**src/rtl/instr_fetch_unit.sv**
```systemverilog
// Fetch stage: owns the PC, reads instruction memory via req/ack, holds the
// fetched word until the core retires it, and latches a sticky timeout error.
module instr_fetch_unit #(
    parameter logic [31:0] RESET_PC       = 32'h0000_0000,
    parameter int unsigned TIMEOUT_CYCLES = 16
) (
    input  logic        clk,
    input  logic        rst_n,
    output logic        imem_req,
    output logic [31:0] imem_addr,
    input  logic        imem_ack,
    input  logic [31:0] imem_rdata,
    output logic [31:0] instr,
    output logic [15:0] immediate,
    input  logic [31:0] sign_imm,
    output logic        instr_valid,
    input  logic        instr_ready,
    input  logic        branch_taken,
    input  logic        jump,
    output logic [31:0] pc,
    output logic [31:0] pc_plus4,
    output logic        fetch_err
);

    localparam int unsigned      CNT_W     = 8;
    localparam logic [CNT_W-1:0] CNT_LIMIT = CNT_W'(TIMEOUT_CYCLES - 1);
    localparam logic [31:0]      PC_RST    = RESET_PC & 32'hFFFF_FFFC;

    typedef enum logic [1:0] {
        S_FETCH = 2'd0,
        S_HOLD  = 2'd1,
        S_ERROR = 2'd2
    } state_t;

    state_t           state_q;
    state_t           state_d;
    logic [CNT_W-1:0] cnt_q;
    logic [CNT_W-1:0] cnt_d;
    logic [31:0]      pc_d;
    logic [31:0]      instr_d;
    logic [31:0]      next_pc;
    logic             valid_d;
    logic             req_d;
    logic             err_d;

    // Address and immediate are direct views of registered state.
    assign imem_addr = pc;
    assign immediate = instr[15:0];

    // Redirect target: jump has priority over a taken branch.
    always_comb begin
        next_pc = pc_plus4;
        if (jump) begin
            next_pc = {pc_plus4[31:28], instr[25:0], 2'b00};
        end else if (branch_taken) begin
            next_pc = pc_plus4 + (sign_imm << 2);
        end
    end

    // State register and all registered outputs.
    always_ff @(posedge clk or negedge rst_n) begin
        if (!rst_n) begin
            state_q     <= S_FETCH;
            cnt_q       <= '0;
            pc          <= PC_RST;
            pc_plus4    <= PC_RST + 32'd4;
            instr       <= '0;
            instr_valid <= 1'b0;
            imem_req    <= 1'b0;
            fetch_err   <= 1'b0;
        end else begin
            state_q     <= state_d;
            cnt_q       <= cnt_d;
            pc          <= pc_d;
            pc_plus4    <= pc_d + 32'd4;
            instr       <= instr_d;
            instr_valid <= valid_d;
            imem_req    <= req_d;
            fetch_err   <= err_d;
        end
    end

    // Next-state and next-output logic; ack on the limit cycle wins over timeout.
    always_comb begin
        state_d = state_q;
        cnt_d   = cnt_q;
        pc_d    = pc;
        instr_d = instr;
        valid_d = instr_valid;
        req_d   = 1'b0;
        err_d   = fetch_err;
        case (state_q)
            S_FETCH: begin
                if (imem_ack) begin
                    instr_d = imem_rdata;
                    valid_d = 1'b1;
                    cnt_d   = '0;
                    state_d = S_HOLD;
                end else if (cnt_q == CNT_LIMIT) begin
                    err_d   = 1'b1;
                    valid_d = 1'b0;
                    state_d = S_ERROR;
                end else begin
                    cnt_d   = cnt_q + CNT_W'(1);
                    req_d   = 1'b1;
                end
            end
            S_HOLD: begin
                if (instr_ready) begin
                    pc_d    = next_pc;
                    valid_d = 1'b0;
                    cnt_d   = '0;
                    req_d   = 1'b1;
                    state_d = S_FETCH;
                end
            end
            S_ERROR: begin
                valid_d = 1'b0;
                err_d   = 1'b1;
            end
            default: begin
                cnt_d   = '0;
                valid_d = 1'b0;
                state_d = S_FETCH;
            end
        endcase
    end

endmodule
```
**config.mk**
```make
export PLATFORM = sky130hd
export DESIGN_NAME = instr_fetch_unit
export DESIGN_NICKNAME = d
export VERILOG_FILES = /design/src/rtl/instr_fetch_unit.sv
export SDC_FILE = /design/constraint.sdc
export NUM_CORES = 1
export LEC_CHECK = 0
export BUFFER_PORTS_ARGS = -buffer_cell sky130_fd_sc_hd__clkbuf_2
export CAP_MARGIN = 20
export CORE_ASPECT_RATIO = 1.5
export CORE_UTILIZATION = 40
export DETAILED_ROUTE_END_ITERATION = 8
export PLACE_DENSITY = 0.67
export SLEW_MARGIN = 20
export SYNTH_ARGS = -nofsm -noshare
export SYNTH_HDL_FRONTEND = slang
export SYNTH_SLANG_ARGS = --single-unit
```
**constraint.sdc**
```tcl
create_clock -name clk -period 3.5 [get_ports clk]
set_input_delay 0.7 -clock clk [delete_from_list [all_inputs] [get_ports clk]]
set_output_delay 0.7 -clock clk [all_outputs]
set_load 0.1 [all_outputs]
```
## Word-level counts from Yosys, hierarchy flattened

Index checks and enable logic that the tools add are counted.

| cells by class | value |
|---|---|
| bitwise gates (word level) | 1 |
| reductions and logical operators | 7 |
| equality and inequality tests | 8 |
| mux-type cells | 23 |
| add/sub/neg operators | 3 |

Operators with widths:

| kind | number |
|---|---|
| 2-to-1 mux 32 bit | 4 |
| adder 32 x 3 -> 32 bit, second input constant | 1 |
| adder 32 bit | 1 |
| 2-to-1 mux 8 bit | 3 |
| one-hot mux 8 bit (3 select lines) | 1 |
| AND reduction 3 bit | 3 |
| adder 8 x 1 -> 8 bit, second input constant | 1 |
| equality test 8 x 4 -> 1 bit, second input constant | 1 |
| 2-to-1 mux 1 bit | 8 |
| 2-to-1 mux 2 bit | 3 |
| != test 2 bit, second input constant | 3 |
| != test 3 bit, second input constant | 2 |
| one-hot mux 1 bit (2 select lines) | 3 |
| one-hot mux 2 bit (3 select lines) | 1 |
| AND reduction 2 bit | 2 |
| equality test 2 x 1 -> 1 bit, second input constant | 1 |
| equality test 2 bit, second input constant | 1 |
| logical NOT 2 bit | 1 |
| nonzero test 2 bit | 1 |
| inverter 1 bit | 1 |

| storage, ports and cells | value |
|---|---|
| output and inout port bits | 147 |
| register bits after elaboration | 109 |
| word-level logic and storage cells | 50 |
| input bits | 70 |

## Depth between registers and ports, before layout

| depth | value |
|---|---|
| depth after elaboration | 6 |
| gate-level depth with buffers | 15 |

## Least setup slack after synthesis

OpenSTA, ideal clock, no wires.

| path | value |
|---|---|
| kind | register to register |
| start point | reg pc_plus4[3] |
| end point | reg pc_plus4[28] |
| cell stages (with the launch flop) | 13 |
| arrival | 3627 ps |
| slack | -259 ps |
| cell sequence | dfrtp_1 -> fa_1 -> a211oi_2 -> o21bai_1 -> o21ai_1 -> mux2_4 -> o21ai_2 -> nand3_2 -> or3b_4 -> nor2_4 -> and4_1 -> and2b_1 -> xnor2_1 |

| between the ends | value |
|---|---|
| longest elaborated chain between the ends | 6 |

RTL lines:

| element | line | text |
|---|---|---|
| from (decl) | 21 | `output logic [31:0] pc_plus4,` |
| from (signal assigned) | 66 | `pc_plus4 <= PC_RST + 32'd4;` |
| from (signal assigned) | 75 | `pc_plus4 <= pc_d + 32'd4;` |
| adder 32 bit | 56 | `next_pc = pc_plus4 + (sign_imm << 2);` |
| 2-to-1 mux 32 bit | 55 | `end else if (branch_taken) begin` |
| 2-to-1 mux 32 bit | 53 | `if (jump) begin` |
| 2-to-1 mux 32 bit | 109 | `if (instr_ready) begin` |
| 2-to-1 mux 32 bit | 92 | `case (state_q)` |
| named net pc_d[10] | 39 | `logic [31:0] pc_d;` |
| adder 32 x 3 -> 32 bit | 75 |  |

The timed path passes the listed nets, and every way through them passes these cells.
A chain may end at the register's enable or synchronous reset.

## Worst setup path after layout

| path | value |
|---|---|
| start point | in sign_imm[1] |
| end point | reg pc_plus4[31] |

| between the ends | value |
|---|---|
| longest elaborated chain between the ends | 6 |

RTL lines:

| element | line | text |
|---|---|---|
| from (decl) | 15 | `input logic [31:0] sign_imm,` |
| adder 32 bit | 56 |  |
| 2-to-1 mux 32 bit | 55 |  |
| 2-to-1 mux 32 bit | 53 |  |
| 2-to-1 mux 32 bit | 109 |  |
| 2-to-1 mux 32 bit | 92 |  |
| named net pc_d[8] | 39 |  |
| adder 32 x 3 -> 32 bit | 75 |  |

The timed path passes the listed nets, and every way through them passes these cells.

==> results.py <==
metrics = {
    "status": {
        "status": "complete, no violations",
    },
    "yosys": {
        "ys_types": 89,
        "syn_area_per_cell_um2": 9.55,
        "synth_largest_area_cell": "dfrtp_1",
        "seq_area_frac_synth_pct": 37.8,
        "ys_ff_latch": 105,
        "synth_top_cell_area_share_pct": 37.5,
        "synth_common_cells": "dfrtp_1, nand2_1, nor2_1, buf_4, a21oi_1",
        "post-synth-top-count-cell": "dfrtp_1",
        "ys_top_cells_by_area": "dfrtp_1, buf_4, ha_1",
        "syn_inst": 728,
        "synth_edf_count": 0,
        "synthArstFlopShare_pct": 100,
        "synth_ff_type": "dfrtp_1",
        "netlist_area_um2": 6950,
        "yosys_warnings": 0,
    },
    "critical_path": {
        "criticalPathCategory": "in2reg",
        "crit_path_start": "sign_imm[1]",
        "reg2reg_depth": 14,
        "r2r-start": "pc_plus4[2]$_DFF_PN1_",
        "crit_path_end_kind": "register",
        "cp-start-kind": "input port",
        "r2r-end": "pc_plus4[31]$_DFF_PN0_",
        "cp_max_fo": 3,
        "required_ns": 3.75,
        "regToRegSetupSlack_ns": 0.09,
        "cp_data_arrival_time_ns": 3.67,
    },
    "job": {
        "maxCapViolCount": 0,
    },
    "grt": {
        "grt_pass1_vias": 6139,
        "grt_pass1_wl_um": 31400,
        "grt_max_degree": 106,
        "grt-ovfl-total": 0,
        "grtUsageTotal_pct": 23.3,
        "antenna_found_initial": 0,
    },
    "layout": {
        "fill_cells": 1577,
        "area_delta_synth_final_pct": 30.9,
        "diodes": 0,
        "drive_gt1_share_pct": 45.1,
        "nets": 1084,
        "final_cell_count_no_fill": 1197,
    },
    "routing": {
        "drt_iter0_markers": 323,
        "wire_per_inst_um": 17.4,
        "route.detailed.drc": 0,
        "vias": 6476,
        "route.top_layer_used": "met4",
        "antenna_violating_nets_post_route": 0,
        "wl_met1_um": 8180,
        "dr_wl_met2_um": 10900,
        "first_pass_iters": 5,
        "viasPerCell": 5.41,
        "routed_wl_um": 20800,
        "wl_met3_um": 939,
    },
    "clocking": {
        "clock_path_buffers": 2,
        "holdBufCountCts": 0,
        "clkTransAtPathRegs_ns": 0.07,
        "cts_tree": "done",
        "cts_root_buf": "clkbuf_16",
        "numCtsBuffers": 9,
        "clock-sinks": 105,
        "insertion_delay_ns": 0.36,
        "htree_levels": 3,
    },
    "sta": {
        "skew_ns": 0.00910,
        "period_share_pct": 97.9,
        "fmax_mhz": 292,
        "rsz0062_at_grt": "yes",
        "max_slew_margin_pct": 48.7,
        "worst_pin_slew_ns": 0.759,
        "hold_viol_final": 0,
        "finalCriticalPeriod_ns": 3.43,
        "setup_violations": 0,
        "slew_viol_final": 0,
    },
    "die": {
        "core_um2": 16900,
        "die_h_um": 163,
        "die_area_um2": 17900,
        "die_w_um": 110,
        "start_util_pct": 41.1,
        "num_rows": 58,
        "ios": 217,
    },
    "min_path": {
        "min_path_type": "in2async",
    },
    "placement": {
        "dp.cells": 1170,
        "numPortBuffers": 208,
        "gp_congestion": 0.918,
        "place.detailed.hpwl_um": 15900,
    },
}
==> cells by family after synthesis <==
logic type	synth area share, %
flops	37.8
buf+inv	9.13
xor+xnor	6.05
fa+ha+maj	5.87
mux	6.14
compound gates	18.9
simple gates	16.0
other cells	0.0540
==> per-layer routing <==
layer,track usage (%),vias up
met2,40.5,210
met4,11.1,0
li1,-,3085
met5,0,-
met3,3.87,49
met1,27.5,3132
==> layout by cell type (no fill, tap or decap), types with 14 or more instances in the layout <==
cell / instances
a21oi_1: 40
xor2_1: 19
dfrtp_1: 92
mux2_2: 33
xnor2_1: 28
nand2_1: 60
nor2_1: 55
buf_4: 114
o21ai_0: 41
clkbuf_2: 207
ha_1: 29
nand4_1: 14
inv_1: 23
==> area by class of cell <==
type / count / area (um2) / area share [%]
Tap cell: 210 / 263 / 2.89
Timing Repair Buffer: 323 / 1920 / 21.1
Sequential cell: 105 / 2640 / 29.1
Clock inverter: 5 / 41.3 / 0.454
Clock buffer: 11 / 243 / 2.67
Multi-Input combinational cell: 520 / 3900 / 42.8
Inverter: 23 / 86.3 / 0.949
==> how the worst max path moves through the flow <==
| stage | end | slack (ns) | cells after the start |
|---|---|---|---|
| 2_1_floorplan | pc_plus4[28]$_DFF_PN0_ | -0.02 | 13 |
| 3_3_place_gp | pc_plus4[31]$_DFF_PN0_ | -0.37 | 15 |
| 3_5_place_dp | pc_plus4[31]$_DFF_PN0_ | -0.36 | 15 |
| 4_1_cts | pc_plus4[31]$_DFF_PN0_ | 0.01 | 15 |
| 5_1_grt | pc_plus4[25]$_DFF_PN0_ | -0.08 | 16 |
| 6_report | pc_plus4[31]$_DFF_PN0_ | 0.07 | 16 |
==> stage by stage <==
step           worst slack, ns  cell area, um2  utilization (%)  setup TNS (ns)  hold WS, ns
2_1_floorplan          -0.0207            7010                -         -0.0371        0.404
3_3_place_gp            -0.366            8570             50.7           -4.42        0.465
3_5_place_dp            -0.361            8570             50.7           -4.39        0.460
5_1_grt                -0.0809            9100             53.8          -0.388        0.456
6_report                0.0733            9100             53.8               0        0.393
4_1_cts                 0.0100            8860             52.4               0        0.430
==> flip-flops by register name, summed over array words and instances, names as in the netlist <==
signal	count
instr	32
instr_valid	1
imem_addr	30
pc_plus4	30
imem_req	1
state_q	2
fetch_err	1
cnt_q	8
==> worst max-delay path: stages <==
cell and delay [ns]:
clkbuf_2 0.09, buf_4 0.13, fa_2 0.41, a211oi_2 0.26, buf_4 0.17, o21bai_2 0.08
a21oi_2 0.17, xnor2_1 0.14, a211oi_1 0.11, o31ai_2 0.27, buf_4 0.17, nand3_2 0.12
nor3_4 0.35, nand4_4 0.17, nand3b_4 0.20, xnor2_2 0.13
==> timing repair <==
action / 4_1_cts / 5_1_grt
endpoints found under the hold margin: 0 / 0
endpoints found under the setup margin: 2 / 12
pin swaps: 1 / 33
setup buffers: 0 / 12
resized for setup: 1 / 35
Power is left out: the tool's default activity adds up to more than one toggle a clock period on the data nets, which glitch-free logic cannot reach.
